===== config.mk =====
export PLATFORM = sky130hd
export DESIGN_NAME = actuator_scheduler
export DESIGN_NICKNAME = d
export VERILOG_FILES = /design/src/rtl/home_auto_pkg.sv /design/src/rtl/rr_arbiter5.sv /design/src/rtl/actuator_scheduler.sv
export SDC_FILE = /design/constraint.sdc
export NUM_CORES = 1
export LEC_CHECK = 0
export ABC_AREA = 1
export CORE_AREA = 2 2 78 80
export CTS_BUF_LIST = sky130_fd_sc_hd__clkbuf_8
export DETAILED_ROUTE_END_ITERATION = 8
export DIE_AREA = 0 0 80 82
export GPL_TIMING_DRIVEN = 0
export PLACE_DENSITY = 0.79
export RECOVER_POWER = 25
export SLEW_MARGIN = 0
export SYNTH_ARGS = -nofsm -noshare
export SYNTH_HDL_FRONTEND = slang
export SYNTH_SLANG_ARGS = --single-unit

===== constraint.sdc =====
create_clock -name clk -period 5.29 [get_ports clk]
set_input_delay 1.3225 -clock clk [delete_from_list [all_inputs] [get_ports clk]]
set_output_delay 1.3225 -clock clk [all_outputs]
set_load 0.05 [all_outputs]

===== src/rtl/home_auto_pkg.sv =====
// home_auto_pkg: shared codes, scheduler state and request-vector type for the actuator scheduler.
package home_auto_pkg;
  localparam logic [2:0] CODE_IDLE = 3'd0, CODE_FRONT_DOOR = 3'd1, CODE_REAR_DOOR = 3'd2, CODE_ALARM = 3'd3;
  localparam logic [2:0] CODE_WINDOW = 3'd4, CODE_HEATER = 3'd5, CODE_COOLER = 3'd6;
  typedef enum logic [1:0] {IDLE, SERVE, GAP} sched_state_t;
  typedef logic [6:1] req_t;
  // Round-robin ring holds codes 1,2,4,5,6; alarm sits between rear door and window.
  function automatic logic [2:0] rr_slot(input logic [2:0] c);
    rr_slot = c <= 3'd2 ? c - 3'd1 : c == CODE_ALARM ? 3'd1 : c - 3'd2;
  endfunction
  function automatic logic [2:0] slot_code(input logic [2:0] s);
    slot_code = s <= 3'd1 ? s + 3'd1 : s + 3'd2;
  endfunction
endpackage


===== src/rtl/rr_arbiter5.sv =====
// rr_arbiter5: one-hot grant of the first request strictly after position ptr, searching circularly.
module rr_arbiter5 (
  input  logic [4:0] req,
  input  logic [2:0] ptr,
  output logic [4:0] gnt
);
  always_comb begin
    gnt = '0;
    for (int k = 5; k >= 1; k--) begin
      if (req[(int'(ptr) + k) % 5]) gnt = 5'(1) << ((int'(ptr) + k) % 5);
    end
  end
endmodule


===== src/rtl/actuator_scheduler.sv =====
// actuator_scheduler: drives one home actuator at a time, alarm first, others round-robin with dwell and gap.
// Define ALARM_PREEMPT_EN to let a pending alarm cut a non-alarm slot short.
module actuator_scheduler import home_auto_pkg::*; #(
  parameter int DWELL = 4,
  parameter int GAP = 1,
  parameter int TEMP_LOW = 10,
  parameter int TEMP_HIGH = 30
) (
  input  logic       clk,
  input  logic       reset,
  input  logic       SFD,
  input  logic       SRD,
  input  logic       SFA,
  input  logic       SW,
  input  logic       ST,
  input  logic [5:0] temperature,
  output logic [2:0] code,
  output logic       front_door,
  output logic       rear_door,
  output logic       alarm_buzzer,
  output logic       window_buzzer,
  output logic       heater,
  output logic       cooler,
  output logic       busy,
  output logic       slot_done
);
  localparam int TW = $clog2((DWELL > GAP ? DWELL : GAP) + 1);
  sched_state_t state;
  req_t rq, pending, clr, src;
  logic [2:0] rr_ptr, sel;
  logic [4:0] gnt;
  logic [TW-1:0] timer;
  logic done, preempt;
  assign rq = {ST & (temperature > 6'(TEMP_HIGH)), ST & (temperature < 6'(TEMP_LOW)), SW, SFA, SRD, SFD};
  assign done = state == SERVE && timer == '0 && (code != CODE_ALARM || !SFA);
  assign clr = done ? 6'd1 << (code - 3'd1) : 6'd0;
  assign src = pending & ~clr;
`ifdef ALARM_PREEMPT_EN
  assign preempt = state == SERVE && code != CODE_ALARM && pending[3] && !done;
`else
  assign preempt = 1'b0;
`endif
  // On a gapless slot end the next grant is chosen relative to the code just served.
  rr_arbiter5 u_arb (
    .req({src[6], src[5], src[4], src[2], src[1]}),
    .ptr(rr_slot(state == SERVE ? code : rr_ptr)),
    .gnt(gnt)
  );
  always_comb begin
    sel = src[3] ? CODE_ALARM : CODE_IDLE;
    for (int s = 0; s < 5; s++) if (!src[3] && gnt[s]) sel = slot_code(3'(s));
  end
  always_ff @(posedge clk)
    if (reset) begin
      state <= IDLE;
      code <= CODE_IDLE;
      timer <= '0;
      pending <= '0;
      rr_ptr <= CODE_FRONT_DOOR;
    end else begin
      pending <= rq | src;
      if (done) rr_ptr <= code;
      if (preempt) begin
        code <= CODE_ALARM;
        timer <= TW'(DWELL - 1);
      end else if (state == SERVE && !done) timer <= timer - TW'(timer != '0);
      else if (done && GAP > 0) begin
        state <= home_auto_pkg::GAP;
        code <= CODE_IDLE;
        timer <= TW'(GAP - 1);
      end else if (state == home_auto_pkg::GAP && timer != '0) timer <= timer - TW'(1);
      else begin
        state <= sel != CODE_IDLE ? SERVE : IDLE;
        code <= sel;
        timer <= sel != CODE_IDLE ? TW'(DWELL - 1) : '0;
      end
    end
  assign front_door = code == CODE_FRONT_DOOR;
  assign rear_door = code == CODE_REAR_DOOR;
  assign alarm_buzzer = code == CODE_ALARM;
  assign window_buzzer = code == CODE_WINDOW;
  assign heater = code == CODE_HEATER;
  assign cooler = code == CODE_COOLER;
  assign busy = state != IDLE;
  assign slot_done = done;
endmodule

# After elaboration in Yosys (flattened, before gate mapping)
# Index checks and enable logic that the tools add are counted.
dict set report totals {
  register_bits 17
  in_bits 13
  output_inout_bits 11
  word_cells 108
}
dict set report classes {
  addsub 10
  n_div 5
  order_cmp 8
  n_eq_ne 11
  shifts 6
  n_mux 39
  bitwise_logic 6
  n_reduce_logical 18
}
# cell n
set ops {}
lappend ops {{32-bit by 5-bit < comparator with 1-bit output, second input constant} 5}
lappend ops {{32-bit by 4-bit modulo with 32-bit output, second input constant} 5}
lappend ops {{1-bit by 32-bit << shifter with 5-bit output, first input constant} 5}
lappend ops {{3-bit 2-to-1 mux} 12}
lappend ops {{5-bit 2-to-1 mux} 5}
lappend ops {{1-bit binary-select mux with 3-bit select} 5}
lappend ops {{1-bit 2-to-1 mux} 11}
lappend ops {{2-bit 2-to-1 mux} 5}
lappend ops {{3-bit by 2-bit equality test with 1-bit output, second input constant} 3}
lappend ops {{3-bit equality test, second input constant} 3}
lappend ops {{1-bit logical AND} 9}
lappend ops {{3-bit by 1-bit subtractor with 3-bit output, second input constant} 3}
lappend ops {{3-bit by 2-bit adder with 4-bit output, second input constant} 2}
lappend ops {{3-bit by 3-bit adder with 4-bit output, second input constant} 2}
lappend ops {{6-bit AND} 1}
lappend ops {{6-bit by 5-bit greater-than comparator with 1-bit output, second input constant} 1}
lappend ops {{6-bit by 4-bit < comparator with 1-bit output, second input constant} 1}
lappend ops {{6-bit 2-to-1 mux} 1}
lappend ops {{6-bit inverter} 1}
lappend ops {{6-bit bitwise OR} 1}
lappend ops {{3-bit nonzero test} 2}
lappend ops {{1-bit by 3-bit << shifter with 6-bit output, first input constant} 1}
lappend ops {{3-bit by 1-bit adder with 4-bit output, second input constant} 1}
lappend ops {{3-bit by 1-bit equality test with 1-bit output, second input constant} 1}
lappend ops {{14 further kinds} 17}

# Longest topological paths before layout
dict set report logic_depth {
  word_depth 26
  ltp_mapped 39
  ltp_nobuf 39
}

# Modules after synthesis
# Synthesis repeated with hierarchy kept, for this count alone.
dict set report hier_totals {
  hier_cells 587
  hier_area_um2 3465.8
}
# module instances cells_per_inst area_per_inst_um2 seq_area_each_um2
set by_module_without_submodules {}
lappend by_module_without_submodules {rr_arbiter5 1 433 2407.3 0.0}
lappend by_module_without_submodules {actuator_scheduler 1 154 1058.5 340.3}

# Least setup slack after synthesis
# OpenSTA, ideal clock, no wires.
dict set report synth_path {
  path_kind {register to register}
  from {reg code[2]}
  to {reg timer[0]}
  setup_time_ns 0.132
  arrival_time_ns 4.562
  required_ns 5.158
  setup_slack_ns 0.596
  stages_incl_launch_ff 35
  path_buffers 0
  synth_period_minus_slack_ns 4.694
  cell_sequence {dfxtp_1 > inv_1 > nand3_1 > nand2_2 > ha_1 > inv_1 > nand3_1 > nand2_4 > inv_2 > ha_1 > nand3b_2 > nand2_4 > ha_1 > inv_1 > ha_1 > nand2_1 > nand2_1 > a21oi_4 > nand3_4 > nand2_2 > nand2_2 > nand2_1 > nand3_1 > nand2_1 > nand2_2 > nand4_1 > nand2_1 > nand2_1 > nand2_1 > nand2_2 > nand3_2 > nor2_2 > nand4_1 > nand2_1 > a21oi_1}
}
dict set report synth_between {
  elab_chain_cells 25
  word_cells_on_any_way 69
  classes_between {add/sub (8); div (5); order compare (1); eq/ne (2); shift (6); mux (34); bitwise (2); reduce/logical (11)}
}
# item line_no
set synth_rtl {}
lappend synth_rtl {{start, declared} actuator_scheduler.sv:17} ;# output logic [2:0] code,
lappend synth_rtl {{start signal, assigned} actuator_scheduler.sv:74} ;# code <= sel;
lappend synth_rtl {{3-bit 2-to-1 mux or 3-bit by 2-bit inequality test with 1-bit output (tied branches)} {actuator_scheduler.sv:46, actuator_scheduler.sv:35}}
lappend synth_rtl {{3-bit by 2-bit subtractor with 3-bit output, or another cell as far along} home_auto_pkg.sv:9} ;# rr_slot = c <= 3'd2 ? c - 3'd1 : c == CODE_ALARM ? 3'd1 : c - 3'd2;
lappend synth_rtl {{3-bit 2-to-1 mux or 1-bit logical AND (tied branches)} {home_auto_pkg.sv:9, actuator_scheduler.sv:35}}
lappend synth_rtl {{3-bit 2-to-1 mux or 6-bit 2-to-1 mux (tied branches)} {home_auto_pkg.sv:9, actuator_scheduler.sv:36}}
lappend synth_rtl {{3-bit by 3-bit adder with 4-bit output or 6-bit inverter (tied branches)} {rr_arbiter5.sv:10, actuator_scheduler.sv:37}}
lappend synth_rtl {{32-bit by 4-bit modulo with 32-bit output or 6-bit AND (tied branches)} {rr_arbiter5.sv:10, actuator_scheduler.sv:37}}
lappend synth_rtl {{1-bit binary-select mux with 3-bit select} rr_arbiter5.sv:10} ;# if (req[(int'(ptr) + k) % 5]) gnt = 5'(1) << ((int'(ptr) + k) % 5);
lappend synth_rtl {{1-bit 2-to-1 mux (implied by the code) (2 in series)} rr_arbiter5.sv:10}
lappend synth_rtl {{5-bit 2-to-1 mux (5 in series)} rr_arbiter5.sv:10}
lappend synth_rtl {{1-bit logical AND} actuator_scheduler.sv:51} ;# for (int s = 0; s < 5; s++) if (!src[3] && gnt[s]) sel = slot_code(3'(s));
lappend synth_rtl {{2-bit 2-to-1 mux} actuator_scheduler.sv:51}
lappend synth_rtl {{3-bit 2-to-1 mux (4 in series)} actuator_scheduler.sv:51}
lappend synth_rtl {{3-bit nonzero test} actuator_scheduler.sv:75} ;# timer <= sel != CODE_IDLE ? TW'(DWELL - 1) : '0;
lappend synth_rtl {{2-bit 2-to-1 mux} actuator_scheduler.sv:75}
lappend synth_rtl {{3-bit 2-to-1 mux} actuator_scheduler.sv:71} ;# end else if (state == home_auto_pkg::GAP && timer != '0) timer <= timer - TW'(1);
lappend synth_rtl {{3-bit 2-to-1 mux} actuator_scheduler.sv:67} ;# else if (done && GAP > 0) begin
lappend synth_rtl {{3-bit 2-to-1 mux (*)} actuator_scheduler.sv:66} ;# end else if (state == SERVE && !done) timer <= timer - TW'(timer != '0);
lappend synth_rtl {{end signal, assigned} actuator_scheduler.sv:66}
lappend synth_rtl {{end signal, assigned} actuator_scheduler.sv:71}
lappend synth_rtl {{end signal, assigned} actuator_scheduler.sv:75}
lappend synth_rtl {{end, declared} actuator_scheduler.sv:32} ;# logic [TW-1:0] timer;
# Mark *: on every way between the ends. The rest lies on a longest branch, timed or not. The select of a mux whose other input is x is not followed.
# A chain may end at the register's enable or synchronous reset.

# Worst setup path in the final report
dict set report layout_path {
  from {reg state[1]}
  to {reg timer[0]}
}
dict set report layout_between {
  elab_chain_cells 26
  word_cells_on_any_way 69
  classes_between {add/sub (7); div (5); order compare (1); eq/ne (3); shift (5); mux (34); bitwise (2); reduce/logical (12)}
}
# item line_no
set layout_rtl {}
lappend layout_rtl {{start, declared} actuator_scheduler.sv:28} ;# sched_state_t state;
lappend layout_rtl {{start signal, assigned} actuator_scheduler.sv:68} ;# state <= home_auto_pkg::GAP;
lappend layout_rtl {{start signal, assigned} actuator_scheduler.sv:73} ;# state <= sel != CODE_IDLE ? SERVE : IDLE;
lappend layout_rtl {{2-bit by 1-bit equality test with 1-bit output} {actuator_scheduler.sv:35, actuator_scheduler.sv:46, actuator_scheduler.sv:66}}
lappend layout_rtl {{3-bit 2-to-1 mux} actuator_scheduler.sv:46} ;# .ptr(rr_slot(state == SERVE ? code : rr_ptr)),
lappend layout_rtl {{3-bit by 2-bit subtractor with 3-bit output or 3-bit by 2-bit equality test with 1-bit output (tied branches)} home_auto_pkg.sv:9}
lappend layout_rtl {{3-bit 2-to-1 mux (2 in series)} home_auto_pkg.sv:9}
lappend layout_rtl {{3-bit by 3-bit adder with 4-bit output} rr_arbiter5.sv:10}
lappend layout_rtl {{32-bit by 4-bit modulo with 32-bit output} rr_arbiter5.sv:10}
lappend layout_rtl {{1-bit binary-select mux with 3-bit select} rr_arbiter5.sv:10}
lappend layout_rtl {{1-bit 2-to-1 mux (implied by the code) (2 in series)} rr_arbiter5.sv:10}
lappend layout_rtl {{5-bit 2-to-1 mux (5 in series)} rr_arbiter5.sv:10}
lappend layout_rtl {{1-bit logical AND} actuator_scheduler.sv:51}
lappend layout_rtl {{2-bit 2-to-1 mux} actuator_scheduler.sv:51}
lappend layout_rtl {{3-bit 2-to-1 mux (4 in series)} actuator_scheduler.sv:51}
lappend layout_rtl {{3-bit nonzero test} actuator_scheduler.sv:75}
lappend layout_rtl {{2-bit 2-to-1 mux} actuator_scheduler.sv:75}
lappend layout_rtl {{3-bit 2-to-1 mux} actuator_scheduler.sv:71}
lappend layout_rtl {{3-bit 2-to-1 mux} actuator_scheduler.sv:67}
lappend layout_rtl {{3-bit 2-to-1 mux (*)} actuator_scheduler.sv:66}
# Marked as above.

==> results.ini <==
[setup_path]
cp-start-kind=flop
critPathSlowestCell=dfxtp_1
end_kind=flop
critPathBufInv=7
crit_type=reg2reg
crit_family=compound AO/OA/AOI/OAI gates
critPathArrivalTime_ps=4890
cp_max_fo=10
worst_ep_required_time_ps=5410
critPathMaxStageDelay_ps=320

[logic_synthesis]
ys_seq_area_share_pct=12.2
synth_top_flop_cell=dfxtp_1
synth_top_area_share_pct=14.4
syn_nets=490
ys_ff_latch=17
synthDistinctLibCells=41
synth_area_per_cell_um2=6.24
yosysTopAreaCell=nand2_1
syn_area_mm2=0.00280
synth_edf_count=0
syn_inst=448
ys_warn_count=0
synthArstFlopShare_pct=0
synth_area_leaders=nand2_1, ha_1, dfxtp_1, inv_1, nor2_1

[routing]
drt-total-wl_um=6930
firstDrtPassIters=5
ant_nets=0
avgViaCountPerCell=5.25
drc_errors=0
vias=2916
drtIter0Drc=164
wl_per_cell_um=12.5

[layout]
final_area_mm2=0.00323
final_cell_mix=nand2_1, inv_1, nor2_1
instances_no_fill=555
fin_nets=523
final_common_cell=nand2_1
drive_gt1_share_pct=15.0
syn_to_final_growth_pct=15.4
n_antenna_cell=0

[die]
io_pins=24
core_area_mm2=0.00575
fp.dieH_um=82
initial_core_util_pct=48.7
die_area_mm2=0.00656
core.rowCount=28
die_w_um=80

[clocking]
cts_tree=built
clk_pin_slew_worst_paths_ps=70
clk_path_buf_depth=2
cts_inserted_buffers=3
cts_root_buf=clkbuf_8
htree_levels=1
clock-sinks=17
clk_latency_ps=250

[placement]
port_buffers=23
dp_hpwl_um=5600
placed_cells=546
gp_congestion=0.899
place_area_mm2=0.00312

[timing]
slew_headroom_pct=51.9
drv_slew=0
fin_setup_tns_ps=0
clock.fmax_ghz=0.210
period_share_pct=90.2
hold_viol=0
period_minus_slack_ps=4770
tightest_slew_ps=715
setup_viol=0
skew_ps=2.47

[grt]
overflow=0
gr-usage-all-layers_pct=21.9
grt_first_pass_wirelength_um=11600
grt_max_degree=13
grt_antenna_before_repair=0
grt_pass1_vias=2714

[status]
status=finished, final reports clean

[flow_run]
drv_cap=0

[hold_path]
worstHoldPathType=reg2reg

==> cells in the mapped netlist (3+ instances only) <==
cell / instances
nand4_1: 12
o21ai_1: 5
o31ai_1: 6
nor3_1: 7
a31oi_1: 3
o21ai_0: 20
dfxtp_1: 17
nand3_2: 4
o21ai_4: 3
or2_2: 3
a21oi_1: 20
nand2_4: 10
ha_1: 29
nand2_1: 107
inv_2: 9
xor2_1: 3
inv_1: 71
nand2_2: 10
nand3_1: 30
nor2_1: 48
==> worst min-delay path: cells and delay by family, from the launching register on <==
family	cells	cell delay, ps
buffers and inverters	1	60
AOI/OAI and AO/OA	1	60
DFF	1	300
==> registers in the layout (all words and copies together) (netlist names) <==
register  cells
pending       6
code          3
rr_ptr        3
timer         3
state         2
==> layout make-up <==
type	count	area, um2
plain buffers	3	12.5
clock buffers	3	41.3
clock inverters	1	5.00
fillers	559	2520
inverters	80	305
multi-input cells	348	2160
flip-flops and latches	17	343
well taps	75	93.8
repair buffers	28	268
==> worst paths after layout <==
| kind | start | endpoint | slack [ps] | cells after the start |
|---|---|---|---|---|
| min | rr_ptr[1] | rr_ptr[1] | 460 | 2 |
| max | state[1] | timer[0] | 520 | 32 |
| min reg2reg | rr_ptr[1] | rr_ptr[1] | 460 | 2 |
| max reg2reg | state[1] | timer[0] | 520 | 32 |
==> metrics by stage <==
step                utilization (%)  setup WS [ps]  hold slack (ps)
CTS                            55.1            205              461
floorplan                         -            596              429
detailed placement             54.3            237              451
global route                   56.2          -9.35              491
finish                         56.2            520              456
global placement               54.3            300              439
==> what timing repair did <==
action	4_1_cts	5_1_grt
hold buffers	0	0
resized for setup	0	7
buffers inserted	0	5
endpoints found under the hold margin	0	0
endpoints found under the setup margin	0	6
==> metal layers <==
metal  vias to the layer above  global-route usage (%)  part of all wire, %  routed length (um)
li1                       1521                       -                    -                   -
met1                      1299                    26.7                   46                3200
met2                        82                    40.3                   48                3360
met3                        14                    1.21                  3.3                 229
met4                         0                    8.81                  2.0                 141
met5                         -                       0                    0                   0
==> cells by family after synthesis <==
logic type      after synthesis  share of synthesized area, %
fa+ha+maj                    29                          13.0
simple gates                239                          42.3
xor+xnor                      6                          2.42
flops                        17                          12.2
buf+inv                      83                          11.2
compound gates               74                          19.0
Power is left out: the tool's default activity adds up to more than one toggle a clock period on the data nets, which glitch-free logic cannot reach.
